<file path="config.mk">
export PLATFORM = sky130hd
export DESIGN_NAME = pic_control_sequencer
export DESIGN_NICKNAME = d
export VERILOG_FILES = /design/src/rtl/pic_control_sequencer_pkg.sv /design/src/rtl/pic_control_sequencer_inta.sv /design/src/rtl/pic_control_sequencer.sv
export SDC_FILE = /design/constraint.sdc
export NUM_CORES = 1
export LEC_CHECK = 0
export CORE_MARGIN = 8
export CORE_UTILIZATION = 49
export CTS_CLUSTER_SIZE = 10
export DETAILED_ROUTE_END_ITERATION = 8
export MAX_ROUTING_LAYER = met4
export PLACE_DENSITY = 0.85
export SETUP_SLACK_MARGIN = 0.5
export SLEW_MARGIN = 20
export SYNTH_ARGS = -nofsm -noshare
export SYNTH_HDL_FRONTEND = slang
export SYNTH_SLANG_ARGS = --single-unit
</file>
<file path="constraint.sdc">
create_clock -name clk -period 2.95 [get_ports clk]
set_input_delay 0.7375 -clock clk [delete_from_list [all_inputs] [get_ports clk]]
set_output_delay 0.7375 -clock clk [all_outputs]
set_load 0.005 [all_outputs]
</file>
<file path="src/rtl/pic_control_sequencer_pkg.sv">
// Shared encodings and command-byte field positions for the 8259A control sequencer.
package pic_control_sequencer_pkg;

   typedef enum logic [2:0] {
      UNINIT    = 3'd0,
      WAIT_ICW2 = 3'd1,
      WAIT_ICW3 = 3'd2,
      WAIT_ICW4 = 3'd3,
      READY     = 3'd4
   } init_state_t;

   typedef enum logic [1:0] {
      A_IDLE = 2'd0,
      A_P1   = 2'd1,
      A_P2   = 2'd2
   } inta_state_t;

   // ICW1 bit positions
   localparam int ICW1_FLAG = 4;
   localparam int ICW1_LTIM = 3;
   localparam int ICW1_SNGL = 1;
   localparam int ICW1_IC4  = 0;

   // ICW4 automatic-EOI bit
   localparam int ICW4_AEOI = 1;

   // OCW2 field positions
   localparam int OCW2_R     = 7;
   localparam int OCW2_SL    = 6;
   localparam int OCW2_EOI   = 5;
   localparam int OCW2_L_MSB = 2;
   localparam int OCW2_L_LSB = 0;

   // OCW3 read-register bits
   localparam int OCW3_RR  = 1;
   localparam int OCW3_RIS = 0;

   localparam logic [7:0] IMR_RESET = 8'hFF;

   // Rebuild an OCW2 byte from its fields; the command-type bits 4:3 are 00 by decode.
   function automatic logic [7:0] ocw2_cmd(input logic [7:0] d);
      return {d[OCW2_R], d[OCW2_SL], d[OCW2_EOI], 2'b00, d[OCW2_L_MSB:OCW2_L_LSB]};
   endfunction

endpackage

</file>
<file path="src/rtl/pic_control_sequencer_inta.sv">
// Two-pulse 8086 INTA sequencer: edge detect, vector latch on pulse 1, bus drive on pulse 2.
module pic_inta_sequencer
   import pic_control_sequencer_pkg::*;
#(
   parameter int VEC_W = 3
) (
   input  logic             clk,
   input  logic             rst,
   input  logic             abort,
   input  logic             ready,
   input  logic             inta,
   input  logic [VEC_W-1:0] int_vec,
   input  logic [4:0]       t_base,
   output logic             drive,
   output logic [7:0]       vec_byte
);

   inta_state_t      state, state_n;
   logic             inta_q;
   logic             inta_rise;
   logic [VEC_W-1:0] vec_q;

   assign inta_rise = inta & ~inta_q;

   // INTA history for edge detect; keeps tracking across aborts so no false edge appears
   always_ff @(posedge clk) begin
      if (rst) inta_q <= 1'b0;
      else     inta_q <= inta;
   end

   // state register; an ICW1 abort returns the sequence to idle
   always_ff @(posedge clk) begin
      if (rst || abort) state <= A_IDLE;
      else              state <= state_n;
   end

   // next-state: first edge arms, second edge drives, falling INTA releases
   always_comb begin
      state_n = state;
      case (state)
         A_IDLE:  if (inta_rise && ready) state_n = A_P1;
         A_P1:    if (inta_rise)          state_n = A_P2;
         A_P2:    if (!inta)              state_n = A_IDLE;
         default: state_n = A_IDLE;
      endcase
   end

   // vector latch and registered bus drive
   always_ff @(posedge clk) begin
      if (rst || abort) begin
         vec_q    <= '0;
         drive    <= 1'b0;
         vec_byte <= 8'h00;
      end else begin
         if (state == A_IDLE && inta_rise && ready)
            vec_q <= int_vec;
         if (state == A_P1 && inta_rise) begin
            drive    <= 1'b1;
            vec_byte <= 8'({t_base, vec_q});
         end else if (state == A_P2 && !inta) begin
            drive    <= 1'b0;
            vec_byte <= 8'h00;
         end
      end
   end

endmodule

</file>
<file path="src/rtl/pic_control_sequencer.sv">
// 8259A command/acknowledge controller: ICW init FSM, OCW decode, INT gating, INTA vector drive.
// Optional status readback of IMR/IRR/ISR is compiled in with PIC_READBACK_EN.
module pic_control_sequencer
   import pic_control_sequencer_pkg::*;
#(
   parameter int VEC_W = 3
) (
   input  logic             clk,
   input  logic             rst,
   input  logic             wr,
   input  logic             rd,
   input  logic             a0,
   input  logic [7:0]       din,
   input  logic             inta,
   input  logic             int_req,
   input  logic [VEC_W-1:0] int_vec,
   input  logic [7:0]       irr,
   input  logic [7:0]       isr,
   output logic [7:0]       im,
   output logic [7:0]       operation,
   output logic             ltim,
   output logic             aeoi,
   output logic             int_out,
   output logic [7:0]       dout,
   output logic             dout_en,
   output logic             init_done
);

   init_state_t state, state_n;
   logic        icw1;
   logic        ready;
   logic        sngl, ic4;
   logic [4:0]  t_base;
   logic [7:0]  cas_byte;
   logic        rsel;
   logic        inta_drive;
   logic [7:0]  inta_byte;
   logic        rb_en;
   logic [7:0]  rb_data;
   logic        unused_bits;

   // ICW1 is recognised in every state and always restarts initialisation
   assign icw1  = wr && !a0 && din[ICW1_FLAG];
   assign ready = (state == READY);

   // init FSM state register
   always_ff @(posedge clk) begin
      if (rst) state <= UNINIT;
      else     state <= state_n;
   end

   // init FSM next-state: ICW2 always, ICW3 only in cascade mode, ICW4 only when requested
   always_comb begin
      state_n = state;
      if (icw1) begin
         state_n = WAIT_ICW2;
      end else if (wr && a0) begin
         case (state)
            WAIT_ICW2: state_n = !sngl ? WAIT_ICW3 : (ic4 ? WAIT_ICW4 : READY);
            WAIT_ICW3: state_n = ic4 ? WAIT_ICW4 : READY;
            WAIT_ICW4: state_n = READY;
            default:   state_n = state;
         endcase
      end
   end

   // configuration registers, OCW decode and INT gating
   always_ff @(posedge clk) begin
      if (rst) begin
         im        <= IMR_RESET;
         operation <= 8'h00;
         ltim      <= 1'b0;
         aeoi      <= 1'b0;
         sngl      <= 1'b0;
         ic4       <= 1'b0;
         t_base    <= 5'd0;
         cas_byte  <= 8'h00;
         rsel      <= 1'b0;
         init_done <= 1'b0;
         int_out   <= 1'b0;
      end else begin
         init_done <= (state_n == READY);
         int_out   <= int_req && ready;
         // EOI-class commands are one-cycle pulses; rotate/priority commands persist
         if (operation[OCW2_EOI]) operation <= 8'h00;
         if (icw1) begin
            ltim      <= din[ICW1_LTIM];
            sngl      <= din[ICW1_SNGL];
            ic4       <= din[ICW1_IC4];
            im        <= IMR_RESET;
            operation <= 8'h00;
            aeoi      <= 1'b0;
         end else if (wr && a0) begin
            case (state)
               WAIT_ICW2: t_base   <= din[7:3];
               WAIT_ICW3: cas_byte <= din;
               WAIT_ICW4: aeoi     <= din[ICW4_AEOI];
               READY:     im       <= din;
               default:   ;
            endcase
         end else if (wr && ready) begin
            if (din[4:3] == 2'b00)
               operation <= ocw2_cmd(din);
            else if (din[4:3] == 2'b01 && din[OCW3_RR])
               rsel <= din[OCW3_RIS];
         end
      end
   end

   pic_inta_sequencer #(.VEC_W(VEC_W)) u_inta (
      .clk      (clk),
      .rst      (rst),
      .abort    (icw1),
      .ready    (ready),
      .inta     (inta),
      .int_vec  (int_vec),
      .t_base   (t_base),
      .drive    (inta_drive),
      .vec_byte (inta_byte)
   );

`ifdef PIC_READBACK_EN
   // status read: one-cycle registered response, suppressed while INTA owns the bus
   always_ff @(posedge clk) begin
      if (rst || icw1) begin
         rb_en   <= 1'b0;
         rb_data <= 8'h00;
      end else if (rd && ready && !inta_drive) begin
         rb_en   <= 1'b1;
         rb_data <= a0 ? im : (rsel ? isr : irr);
      end else begin
         rb_en   <= 1'b0;
         rb_data <= 8'h00;
      end
   end
   assign unused_bits = ^cas_byte;
`else
   assign rb_en       = 1'b0;
   assign rb_data     = 8'h00;
   assign unused_bits = ^{cas_byte, rd, irr, isr, rsel};
`endif

   // INTA drive always wins the bus
   assign dout_en = inta_drive | rb_en;
   assign dout    = inta_drive ? inta_byte : rb_data;

endmodule

</file>
* Yosys cells after proc, flatten, opt, wreduce, memory -nomap -nowiden *
Index checks and enable logic that the tools add are counted.

operators by class
  reductions and logical operators = 21
  bitwise operators = 3
  eq/ne operators = 10
  muxes and demuxes = 18

operator list
  operator                                                         number
  8-bit 2-to-1 mux                                                 7
  3-bit 2-to-1 mux                                                 4
  1-bit logical AND                                                10
  3-bit one-hot mux with 3 select lines                            1
  3-bit by 2-bit == test with 1-bit output, second input constant  2
  3-bit == test, second input constant                             2
  2-bit 2-to-1 mux                                                 3
  2-bit one-hot mux with 3 select lines                            1
  3-bit AND reduction                                              2
  2-bit logical NOT                                                2
  2-bit by 1-bit != test with 1-bit output, second input constant  2
  2-bit AND reduction                                              2
  3-bit by 1-bit == test with 1-bit output, second input constant  1
  2-bit by 1-bit == test with 1-bit output, second input constant  1
  2-bit == test, second input constant                             1
  1-bit logical NOT                                                2
  1-bit 2-to-1 mux                                                 2
  2-bit != test, second input constant                             1
  1-bit inverter                                                   2
  2-bit nonzero test                                               1
  2-bit OR reduction                                               1
  1-bit AND                                                        1
  1-bit logical OR                                                 1

word-level totals
  bits in registers = 45
  input bits = 34
  word-level logic and storage cells = 67

* Logic depth before layout (Yosys ltp) *
  depth in word-level cells = 6
  mapped depth = 6
  mapped depth without buffers = 3

* Modules after synthesis *
A second synthesis with hierarchy kept.

unflattened totals
  cells, all modules = 192
  area, all modules = 1,850.5 µm²

by module, submodules not included
  module                 area each (µm²)  cells an instance  times used
  pic_control_sequencer  1,261.2          138                1
  pic_inta_sequencer     589.3            54                 1

* Worst setup path after synthesis *
Ideal clock, no wire load.

  path type = input to register
  start point = input wr
  end point = register u_inta.drive
  slack = 1.226 ns
  arrival = 1.597 ns
  stages on the path = 5
  required time = 2.822 ns
  path buffers = 2
  library setup time = 0.128 ns
  path through = clkbuf_2 > nand3b_1 > nand2b_1 > clkbuf_1 > nor2_1

on the way
  cells in the longest elaborated chain, start to end = 3

RTL lines
  what                            line                              text
  start: declaration              pic_control_sequencer.sv:10       input logic wr,
  1-bit logical AND (2 in a row)  pic_control_sequencer.sv:43       assign icw1 = wr && !a0 && din[ICW1_FLAG];
  1-bit logical OR                pic_control_sequencer_inta.sv:50  if (rst || abort) begin
  end signal: assignment          pic_control_sequencer_inta.sv:52  drive <= 1'b0;
  end signal: assignment          pic_control_sequencer_inta.sv:58  drive <= 1'b1;
  end signal: assignment          pic_control_sequencer_inta.sv:61  drive <= 1'b0;
  end: declaration                pic_control_sequencer_inta.sv:14  output logic drive,

No other way between the ends.
A chain may end at the register's enable or synchronous reset.

* Worst setup path in the final report *
  start point = register u_inta.drive
  end point = output dout[7]

on the way
  cells in the longest elaborated chain, start to end = 1

RTL lines
  what              line                          text
  8-bit 2-to-1 mux  pic_control_sequencer.sv:145  assign dout = inta_drive ? inta_byte : rb_data;
  end: declaration  pic_control_sequencer.sv:24   output logic [7:0] dout,

No other way between the ends.

==> results.json <==
{
  "peakVddDrop_mv": 0.272,
  "ys_types": 37,
  "tightest_slew_ns": 0.885,
  "relSlewSlack": 0.407,
  "drt_iter0_markers": 162,
  "coreArea_um2": 3720,
  "wl_per_cell_um": 15.7,
  "rsz0062_at_grt": "no",
  "power_mw": 1.14,
  "synth_edf_count": 0,
  "muxShareOfSynthArea": 0.0208,
  "via_count": 1775,
  "clkPwrFrac": 0.388,
  "hpwl_mm": 3.33,
  "initial_core_util": 0.518,
  "grt_antenna_before_repair": 0,
  "synthArstFlopShare": 0,
  "maxSlewViolCount": 0,
  "max_freq_mhz": 460,
  "port_buffers": 45,
  "fillCellCount": 316,
  "synth-compound-area-share": 0.151,
  "synthAdderAreaFrac": 0,
  "hold_viol_final": 0,
  "maxCapViolations": 0,
  "finalSetupViolations": 0,
  "cts_sinks": 45,
  "cts_hold_buffers": 0,
  "dp_cells": 302,
  "power_switching_uw": 241,
  "cts_buffer_depth": 2,
  "htreeDepth": 2,
  "hold_depth": 2,
  "p_leak_nw": 0.853,
  "synth_area_um2": 1920,
  "insertion_delay_ns": 0.29,
  "final_cell_mix": "dfxtp_1 (45), clkdlybuf4s50_1 (45), nand3_1 (38), a21oi_1 (26), nand2_1 (12)",
  "cp_max_fo": 10,
  "nNetsFinal": 295,
  "finalClockSkew_ns": 0.00841,
  "synth_seq_cells": 45,
  "grt_pass1_wl_mm": 7.98,
  "ys_warn_count": 0,
  "postCtsSetupBuffers": 0,
  "drt_wl_total_mm": 4.85,
  "multiInputGateArea_um2": 930,
  "rrSetupSlack_ns": 1.18,
  "first_pass_iters": 4,
  "synth_area_per_cell_um2": 8.75,
  "min_from": "t_base[1]",
  "holdPathEnd": "u_inta.vec_byte[4]",
  "syn_to_final_growth_pct": 29.6,
  "row_count": 22,
  "p_int_uw": 894,
  "path_clk_slew_ns": 0.08,
  "fin_tns_setup_ns": 0,
  "r2r-start": "state[2]",
  "n_antenna_cell": 0,
  "synth_top_cell_area_share": 0.468,
  "cp.arrival_ns": 1.44,
  "hold_ws_ns": 0.453,
  "die_x_um": 78.7,
  "power.density_nw_per_um2": 455,
  "startpoint": "u_inta.drive",
  "cts_root_buf": "clkbuf_8",
  "grt-ovfl-total": 0,
  "area.sequential_um2": 901,
  "fin_crit_sh": 0.737,
  "io_pins": 63,
  "antenna_left": 0,
  "critPathRequiredTime_ns": 2.21,
  "path_class": "flop to output port",
  "outcome": "completed",
  "syn_inst": 220,
  "pwr-share-seq": 0.543,
  "cts_made_buffers": 5,
  "grt_pass1_vias": 1731,
  "syn_nets": 254,
  "grt_util_all_layers": 0.161,
  "synth_top_cell_by_area": "dfxtp_1",
  "place.gp.congestion": 0.847,
  "period_needed_ns": 2.17,
  "dieHeight_um": 78.7,
  "cts_tree": "yes",
  "synth_top_family_by_area": "simple AND/OR/NAND/NOR gates",
  "final_cells": 309,
  "comb_power_share": 0.069,
  "via_per_inst": 5.74,
  "reg2reg_depth": 3,
  "synth.area.top_cells": "dfxtp_1 (47%), nand3_1 (9.9%), a21oi_1 (6.8%)",
  "grt_start_max_net_pins": 19,
  "synth_xor_area_frac": 0,
  "critPathLaunchType": "flop",
  "cts_resized": 0,
  "drive_gt1_frac": 0.0805,
  "swShare": 0.213,
  "synthSimpleGateAreaFrac": 0.311,
  "end_kind": "output port",
  "synth_ff_type": "dfxtp_1",
  "hold_class": "flop to flop",
  "drc": 0,
  "dieArea_um2": 6190,
  "timing.rr.end": "operation[0]",
  "seq_area_frac_synth": 0.468
}
-- worst max path at each step --
stage	to	slack, ns	depth (start not counted)
finish	dout[7]	0.78	2
global route	operation[3]	0.67	5
CTS	dout[7]	0.76	2
detailed placement	operation[4]	0.50	5
global placement	operation[4]	0.56	5
floorplan	u_inta.drive	1.23	5
-- power by group through the flow --
| stage | sequential [mW] | combinational (mW) | clock [mW] |
|---|---|---|---|
| floorplan | 0.628 | 0.0375 | 0 |
| global placement | 0.630 | 0.0758 | 0 |
| detailed placement | 0.630 | 0.0763 | 0 |
| CTS | 0.616 | 0.0779 | 0.450 |
| global route | 0.617 | 0.0851 | 0.468 |
| finish | 0.616 | 0.0785 | 0.441 |
-- state kept, by name (all words and copies together), names as in the netlist --
register,flops
aeoi,1
sngl,1
t_base,5
u_inta.vec_byte,8
ltim,1
u_inta.state,2
u_inta.inta_q,1
init_done,1
u_inta.vec_q,3
operation,8
int_out,1
ic4,1
im,8
u_inta.drive,1
state,3
-- worst max-delay path: stages, from the launching register on --
cell and delay, ns:
dfxtp_1 0.46, and2_1 0.18, clkdlybuf4s50_1 0.51
-- cells by family after synthesis --
| kind of cell | count (synthesis) |
|---|---|
| AOI/OAI and AO/OA | 54 |
| buffers and inverters | 18 |
| DFF | 45 |
| muxes | 4 |
| and+or+nand+nor | 99 |
-- routing by layer --
layer / global-route usage / vias to the layer above / routed length (µm)
met1: 0.189 / 827 / 2150
met4: 0.0722 / 0 / 118
met3: 0.0273 / 13 / 270
met5: - / - / 0
met2: 0.263 / 70 / 2310
li1: - / 865 / -
-- Yosys cell counts (4+ instances only) --
cell	count
nand3_1	38
buf_2	8
o21ai_1	9
mux2i_1	4
nor2_1	6
a21oi_1	26
nor2b_1	8
clkbuf_1	5
dfxtp_1	45
o21ai_0	11
nand3b_1	5
nand2_1	12
and2_1	8
-- final cells by class --
type | instances | share of cell area
clock buffers | 5 | 0.0276
clock inverters | 2 | 0.0140
well taps | 48 | 0.0241
flip-flops and latches | 45 | 0.361
repair buffers | 51 | 0.199
multi-input cells | 157 | 0.373
inverters | 1 | 0.00151
-- per-stage QoR --
stage               area (µm²)  worst slack (ns)  utilization
floorplan                 1920              1.23            -
global placement          2390             0.558        0.643
detailed placement        2390             0.500        0.643
CTS                       2490             0.757        0.671
global route              2490             0.672        0.671
finish                    2490             0.777        0.671
(Power assumes the default switching activity.)
